**src/rtl/sme_match_collector.sv**
```systemverilog
// Result collector for the SME matcher: drops repeats of each pattern's last address, buffers
// unique results in a FIFO for the host, keeps statistics and reports done once drained.
module sme_match_collector #(
   parameter int PW    = 4,
   parameter int MW    = 12,
   parameter int DEPTH = 16,
   parameter int AW    = 4,
   parameter int CW    = 16
) (
   input  logic             clk,
   input  logic             reset,
   input  logic             valid,
   input  logic [PW-1:0]    pattern_no,
   input  logic [MW-1:0]    match_addr,
   input  logic             finish,
   output logic             out_valid,
   input  logic             out_ready,
   output logic [PW+MW-1:0] out_data,
   output logic [CW-1:0]    uniq_cnt,
   output logic [CW-1:0]    dup_cnt,
   output logic [CW-1:0]    ovf_cnt,
   output logic             overflow,
   output logic             done
);

   typedef enum logic [1:0] {S_RUN, S_DRAIN, S_DONE} state_t;

   localparam logic [AW:0] FULL_CNT = (AW+1)'(DEPTH);

   state_t             state;
   logic [PW+MW-1:0]   mem [DEPTH];
   logic [AW-1:0]      wr_ptr;
   logic [AW-1:0]      rd_ptr;
   logic [AW:0]        count;
   logic [2**PW-1:0]   seen;
   logic [MW-1:0]      last_addr [2**PW];
   logic               take, dup, full, pop, push, lost;

   // All table-driven decisions are gated by take, so X on the data bus while idle is harmless.
   always_comb begin
      take      = valid && (state == S_RUN);
      dup       = seen[pattern_no] && (last_addr[pattern_no] == match_addr);
      full      = (count == FULL_CNT);
      out_valid = (count != '0);
      pop       = out_valid && out_ready;
      push      = take && !dup && (!full || pop);
      lost      = take && !dup && full && !pop;
      out_data  = mem[rd_ptr];
   end

   always_ff @(posedge clk) begin
      if (push)
         mem[wr_ptr] <= {pattern_no, match_addr};
      if (take && !dup)
         last_addr[pattern_no] <= match_addr;
   end

   always_ff @(posedge clk or posedge reset) begin
      if (reset) begin
         state    <= S_RUN;
         done     <= 1'b0;
         wr_ptr   <= '0;
         rd_ptr   <= '0;
         count    <= '0;
         seen     <= '0;
         uniq_cnt <= '0;
         dup_cnt  <= '0;
         ovf_cnt  <= '0;
         overflow <= 1'b0;
      end else begin
         if (push)
            wr_ptr <= wr_ptr + 1'b1;
         if (pop)
            rd_ptr <= rd_ptr + 1'b1;
         case ({push, pop})
            2'b10:   count <= count + 1'b1;
            2'b01:   count <= count - 1'b1;
            default: count <= count;
         endcase

         if (take) begin
            if (dup) begin
               if (dup_cnt != '1)
                  dup_cnt <= dup_cnt + 1'b1;
            end else begin
               seen[pattern_no] <= 1'b1;
            end
         end
         if (push && uniq_cnt != '1)
            uniq_cnt <= uniq_cnt + 1'b1;
         if (lost) begin
            overflow <= 1'b1;
            if (ovf_cnt != '1)
               ovf_cnt <= ovf_cnt + 1'b1;
         end

         case (state)
            S_RUN:   if (finish) state <= S_DRAIN;
            S_DRAIN: if (count == '0) begin
                        state <= S_DONE;
                        done  <= 1'b1;
                     end
            S_DONE:  state <= S_DONE;
            default: state <= S_RUN;
         endcase
      end
   end

endmodule

```
**config.mk**
```make
export PLATFORM = sky130hd
export DESIGN_NAME = sme_match_collector
export DESIGN_NICKNAME = d
export VERILOG_FILES = /design/src/rtl/sme_match_collector.sv
export SDC_FILE = /design/constraint.sdc
export NUM_CORES = 1
export LEC_CHECK = 0
export ABC_AREA = 1
export BUFFER_PORTS_ARGS = -buffer_cell sky130_fd_sc_hd__clkbuf_2
export CORE_MARGIN = 2
export CORE_UTILIZATION = 45
export CTS_BUF_LIST = sky130_fd_sc_hd__clkbuf_4 sky130_fd_sc_hd__clkbuf_8
export CTS_CLUSTER_DIAMETER = 40
export DETAILED_ROUTE_END_ITERATION = 8
export PLACE_DENSITY = 0.63
export SKIP_CTS_REPAIR_TIMING = 1
export SYNTH_ARGS = -nofsm -noshare
export SYNTH_HDL_FRONTEND = slang
export SYNTH_SLANG_ARGS = --single-unit
export TNS_END_PERCENT = 10
```
**constraint.sdc**
```tcl
create_clock -name clk -period 3.05 [get_ports clk]
set_clock_uncertainty 0.2 [all_clocks]
set_input_delay 0.61 -clock clk [delete_from_list [all_inputs] [get_ports clk]]
set_output_delay 0.61 -clock clk [all_outputs]
set_load 0.05 [all_outputs]
```
== Word-level counts from Yosys, hierarchy flattened ==
Memory sizes are Yosys's and may differ from the RTL's.
Index checks and enable logic that the tools add are counted.

* Add/sub/neg operators: 7
* Magnitude comparators: 2
* Equal/unequal tests: 11
* Multiplexer cells: 12
* Bitwise operators: 2
* Reductions and logical operators: 22

{| class="wikitable"
|+ Operators with widths
! cell !! number
|-
| adder 16 x 1 -> 16 bit, second input constant || 3
|-
| inequality test 16 bit, second input constant || 3
|-
| OR 16 bit || 1
|-
| == test 12 bit || 1
|-
| one-hot mux 5 bit (2 select lines) || 1
|-
| logical AND 1 bit || 9
|-
| adder 4 x 1 -> 4 bit, second input constant || 2
|-
| AND reduction 2 bit || 4
|-
| 2-to-1 mux 1 bit || 6
|-
| one-hot mux 2 bit (3 select lines) || 1
|-
| adder 5 x 1 -> 5 bit, second input constant || 1
|-
| == test 5 bit, second input constant || 1
|-
| zero test 5 bit || 1
|-
| < comparator 4 x 5 -> 1 bit, second input constant || 1
|-
| nonzero test 5 bit || 1
|-
| subtractor 5 x 1 -> 5 bit, second input constant || 1
|-
| binary-select mux 1 bit (select 4 bit) || 1
|-
| demux 1 bit (select 4 bit) || 1
|-
| == test 2 x 1 -> 1 bit, second input constant || 2
|-
| == test 2 bit, second input constant || 2
|-
| >= comparator 4 x 1 -> 1 bit, second input constant || 1
|-
| 2-to-1 mux 2 bit || 2
|-
| inequality test 2 bit, second input constant || 2
|-
| zero test 1 bit || 3
|-
| 5 further kinds || 5
|}

* Register bits after elaboration: 81
* Memory bits (writable): 448
* Input bits: 21
* Output and inout bits: 67
* Logic and storage cells: 68
* Memories kept: 2

{| class="wikitable"
|+ Memory list
! memory !! depth !! bits a word !! read ports !! clocked after memory_dff !! wr ports !! RTL line !! source
|-
| mem || 16 || 16 || 1 || 0 || 1 || 31 || <nowiki>logic [PW+MW-1:0] mem [DEPTH];</nowiki>
|-
| last_addr || 16 || 12 || 1 || 0 || 1 || 36 || <nowiki>logic [MW-1:0] last_addr [2**PW];</nowiki>
|}

== Logic depth before layout (Yosys ltp) ==
* Depth in word-level cells: 8
* Gate-level depth with buffers: 31
* Mapped depth without buffers: 28

== Worst setup path before layout ==
No wires, ideal clock.

* Kind: input to register
* Start: input pattern_no[0]
* End: memory mem[11][0] (netlist name), enable pin
* Arrival: 3.250 ns
* Path slack: -0.809 ns
* Stages on the path: 18
* Path buffers: 3
* Cells stage by stage: buf_6 > buf_4 > buf_4 > nand2_1 > nand2_1 > nand2_1 > nand3_1 > nand2_1 > nand2_1 > o21ai_0 > nand2_1 > nand3_1 > nor2_4 > nand2_4 > nand2_4 > nor2_8 > inv_1 > nor3_1

* Word-level cells in the longest chain between the ends: 8

{| class="wikitable"
|+ RTL lines
! element !! RTL line !! source
|-
| from (decl) || 13 || <nowiki>input logic [PW-1:0] pattern_no,</nowiki>
|-
| memory (16 x 12 bit) / binary-select mux 1 bit (select 4 bit) (equally long branches) || n/a ||
|-
| == test 12 bit / 2-to-1 mux 1 bit (equally long branches) || 42 || <nowiki>dup = seen[pattern_no] && (last_addr[pattern_no] == match_addr);</nowiki>
|-
| logical AND 1 bit (*) || 42 ||
|-
| zero test 1 bit (*) || 46 || <nowiki>push = take && !dup && (!full || pop);</nowiki>
|-
| logical AND 1 bit (*) (2 in series) || 46 ||
|-
| 2-to-1 mux 1 bit (*) || 52 || <nowiki>if (push)</nowiki>
|-
| 2-to-1 mux 1 bit (not written as such) (*) || 53 || <nowiki>mem[wr_ptr] <= {pattern_no, match_addr};</nowiki>
|-
| to (decl) || 31 ||
|}

Mark *: on every way between the ends. The rest lies on a longest branch, timed or not. The select of a mux whose other input is x is not followed.

== Worst setup path after layout ==
* Start: register rd_ptr[0]
* End: output out_data[9]

* Word-level cells in the longest chain between the ends: 1

{| class="wikitable"
|+ RTL lines
! element !! RTL line !! source
|-
| from (decl) || 33 || <nowiki>logic [AW-1:0] rd_ptr;</nowiki>
|-
| from (signal assigned) || 74 || <nowiki>rd_ptr <= rd_ptr + 1'b1;</nowiki>
|-
| memory (16 x 16 bit) || n/a ||
|-
| to (decl) || 18 || <nowiki>output logic [PW+MW-1:0] out_data,</nowiki>
|}

Every way passes these cells.

==> metrics.csv <==
metric,value,unit
status,"finished, violations left",
violations,negative setup slack,
p_sw,7.365,mW
finalHoldViolations,0,
drive_above_1_share,21.51,%
syn_inst,1905,
yosys.area_share.adder,0.7291,%
synth-compound-area-share,6.444,%
worstSetupEndpointType,primary output,
slew_headroom,65.64,%
worst_pin_slew,0.5147,ns
drtPass1Iterations,7,
via_per_inst,5.109,
cts_made_buffers,94,
overflow,0,
drc,0,
fin_cells,2919,
seq_power_share,37.8,%
powerDensity,812.9,nW/um2
design.core.area,48950,um2
p_leak,11.40,nW
r2r_slack,0.22,ns
slew_violations,0,
syn_area,22310,um2
hold-path-endpoint,rd_ptr[0],
final_util,56.36,%
cts_root_buf,clkbuf_8,
synth_seq_cells,529,
n_antenna_cell,0,
min_period,3.181,ns
cp_max_fo,17,
crit_path_start_kind,flop,
synth.distinct_cells,40,
die_w,226.7,um
routed_wl,54.54,mm
regArea,15480,um2
antenna_found_initial,1,
hold_path_depth,3,
drv_cap,0,
synth_edf_count,448,
fin_crit_sh,104.3,%
ys.flop_type,edfxtp_1,
synth_area_per_cell,11.71,um2
clk_pin_slew,0.06,ns
die_h,226.7,um
required,2.24,ns
hold_start,out_ready,
arrival,2.37,ns
clkPwrFrac,30.8,%
final_antenna_net_count,0,
rsz0062_at_grt,true,
clock.fmax,0.3144,GHz
core.rowCount,81,
cts_max_level,3,
worst_slack,-0.1306,ns
synth-simple-area-share,14.46,%
grt_pass1_wl,82.64,mm
switching_share,32.84,%
place.gp.congestion,0.8574,
yosysWarnings,0,
io_pins,88,
die_area,51370,um2
num-nets-final,2211,
grt_max_degree,48,
clk_latency,0.65,ns
portBuffers,87,
synth-xor-area-share,2.002,%
synth_seq_area_share,69.39,%
comb_power_share,31.4,%
initial_core_util,45.57,%
reg2reg_to,last_addr[13][1],
synthMuxAreaShare,2.922,%
finalSetupTns,-1.153,ns
area_growth,23.67,%
grt_pass1_vias,14590,
syn_nets,1939,
reg2reg_from,last_addr[9][1],
hp-class,input port to flop,
ff2ff_path_depth,18,
async_reset_ff_share,15.31,%
synth_top_family_by_area,simple AND/OR/NAND/NOR gates,
setup_violations,15,
dp_hpwl,34.30,mm
post_drt_wl_per_cell,18.68,um
grt_use_total,21.26,%
cts_tree,built,
peakVddDrop,0.3885,mV
path_class,flop to primary output,
drtIter0Drc,1249,
multiInputGateArea,6120,um2
dp.cells,2730,
clk_path_buf_depth,3,
p_int,15.06,mW
num_vias,14910,
fillers,4054,
cts_sinks,529,
[area by class of cell]
cell class | instances | area share, %
Timing Repair Buffer | 256 | 9.492
Multi-Input combinational cell | 1161 | 22.18
Clock inverter | 49 | 1.565
Sequential cell | 529 | 56.12
Clock buffer | 125 | 5.759
Inverter | 135 | 1.868
Tap cell | 664 | 3.011
[power by group through the flow]
stage | Combinational, mW | Clock (mW) | Sequential (mW)
global route | 7.59 | 7.37 | 8.51
global placement | 6.44 | 0 | 8.64
finish | 7.05 | 6.92 | 8.47
floorplan | 3.83 | 0 | 8.72
CTS | 6.54 | 7.06 | 8.50
detailed placement | 6.52 | 0 | 8.64
[worst max path at each step]
stage / start / to / slack [ns] / cells past startpoint
2_1_floorplan: pattern_no[0] / last_addr[12][0] / -0.15 / 21
3_3_place_gp: pattern_no[2] / last_addr[13][1] / -0.59 / 15
3_5_place_dp: pattern_no[2] / last_addr[13][11] / -0.57 / 15
4_1_cts: rd_ptr[0] / out_data[4] / -0.29 / 7
5_1_grt: rd_ptr[0] / out_data[11] / -0.26 / 9
6_report: rd_ptr[0] / out_data[9] / -0.13 / 9
[registers in the layout, indices dropped and copies added (netlist names)]
signal and cells:
mem 256, uniq_cnt 16, ovf_cnt 16, state 2
last_addr 192, count 5, done 1, rd_ptr 4
dup_cnt 16, overflow 1, wr_ptr 4, seen 16
[cell usage after synthesis, types with 7 or more instances]
library cell | n | area [um2]
o21ai_0 | 97 | 485.5
ha_1 | 13 | 162.7
edfxtp_1 | 448 | 13450
buf_6 | 8 | 90.09
nand2_1 | 600 | 2252
nand4_1 | 10 | 62.56
o211ai_1 | 65 | 488.0
mux2i_1 | 64 | 640.6
nor2_1 | 74 | 277.8
clkbuf_1 | 42 | 157.7
inv_1 | 128 | 480.5
buf_2 | 9 | 45.04
xnor2_1 | 22 | 192.7
a21oi_1 | 70 | 350.3
buf_1 | 14 | 52.55
nand3_1 | 56 | 280.3
o21bai_1 | 9 | 67.56
xor2_1 | 29 | 254.0
buf_4 | 7 | 52.55
dfrtp_1 | 81 | 2027
[critical path: stages (launching register included)]
cell       delay [ns]
dfrtp_4          0.49
buf_12           0.16
buf_12           0.16
clkbuf_16        0.18
a21oi_2          0.14
o21ai_1          0.08
o211ai_1         0.08
o211ai_1         0.10
nand2_1          0.15
buf_12           0.15
[routing by layer]
layer,GRT usage (%),wire length (um),vias to the layer above
li1,-,-,7105
met1,28.32,23530,7319
met2,35.58,26870,397
met3,3.978,2981,93
met4,6.197,1161,0
met5,0,0,-
[logic make-up after synthesis]
kind of cell / count (synthesis)
and+or+nand+nor: 784
DFF: 529
xor gates and xnor gates: 51
AOI/OAI and AO/OA: 248
muxes: 65
adders and majority gates: 13
buffers and inverters: 215
[layout by cell type, fill, tap and decap left out, drive strengths merged, types with 65 or more instances in the layout]
| master | instances |
|---|---|
| nand2 | 606 |
| edfxtp | 448 |
| clkbuf | 202 |
| buf | 178 |
| inv | 135 |
| o21ai | 100 |
| nor2 | 85 |
| dfrtp | 81 |
| a21oi | 70 |
| o211ai | 65 |
[through the flow]
stage	setup WS (ns)	instance area (um2)	hold slack [ns]	power [mW]
6_report	-0.1306	27590	0.09391	22.43
3_3_place_gp	-0.5899	25260	0.2426	15.08
5_1_grt	-0.2599	27590	0.08313	23.47
4_1_cts	-0.2945	27280	-0.2751	22.10
2_1_floorplan	-0.1519	22480	0.2240	12.55
3_5_place_dp	-0.5741	25260	0.2486	15.16
Note: power is estimated with default switching activity, not from simulation.
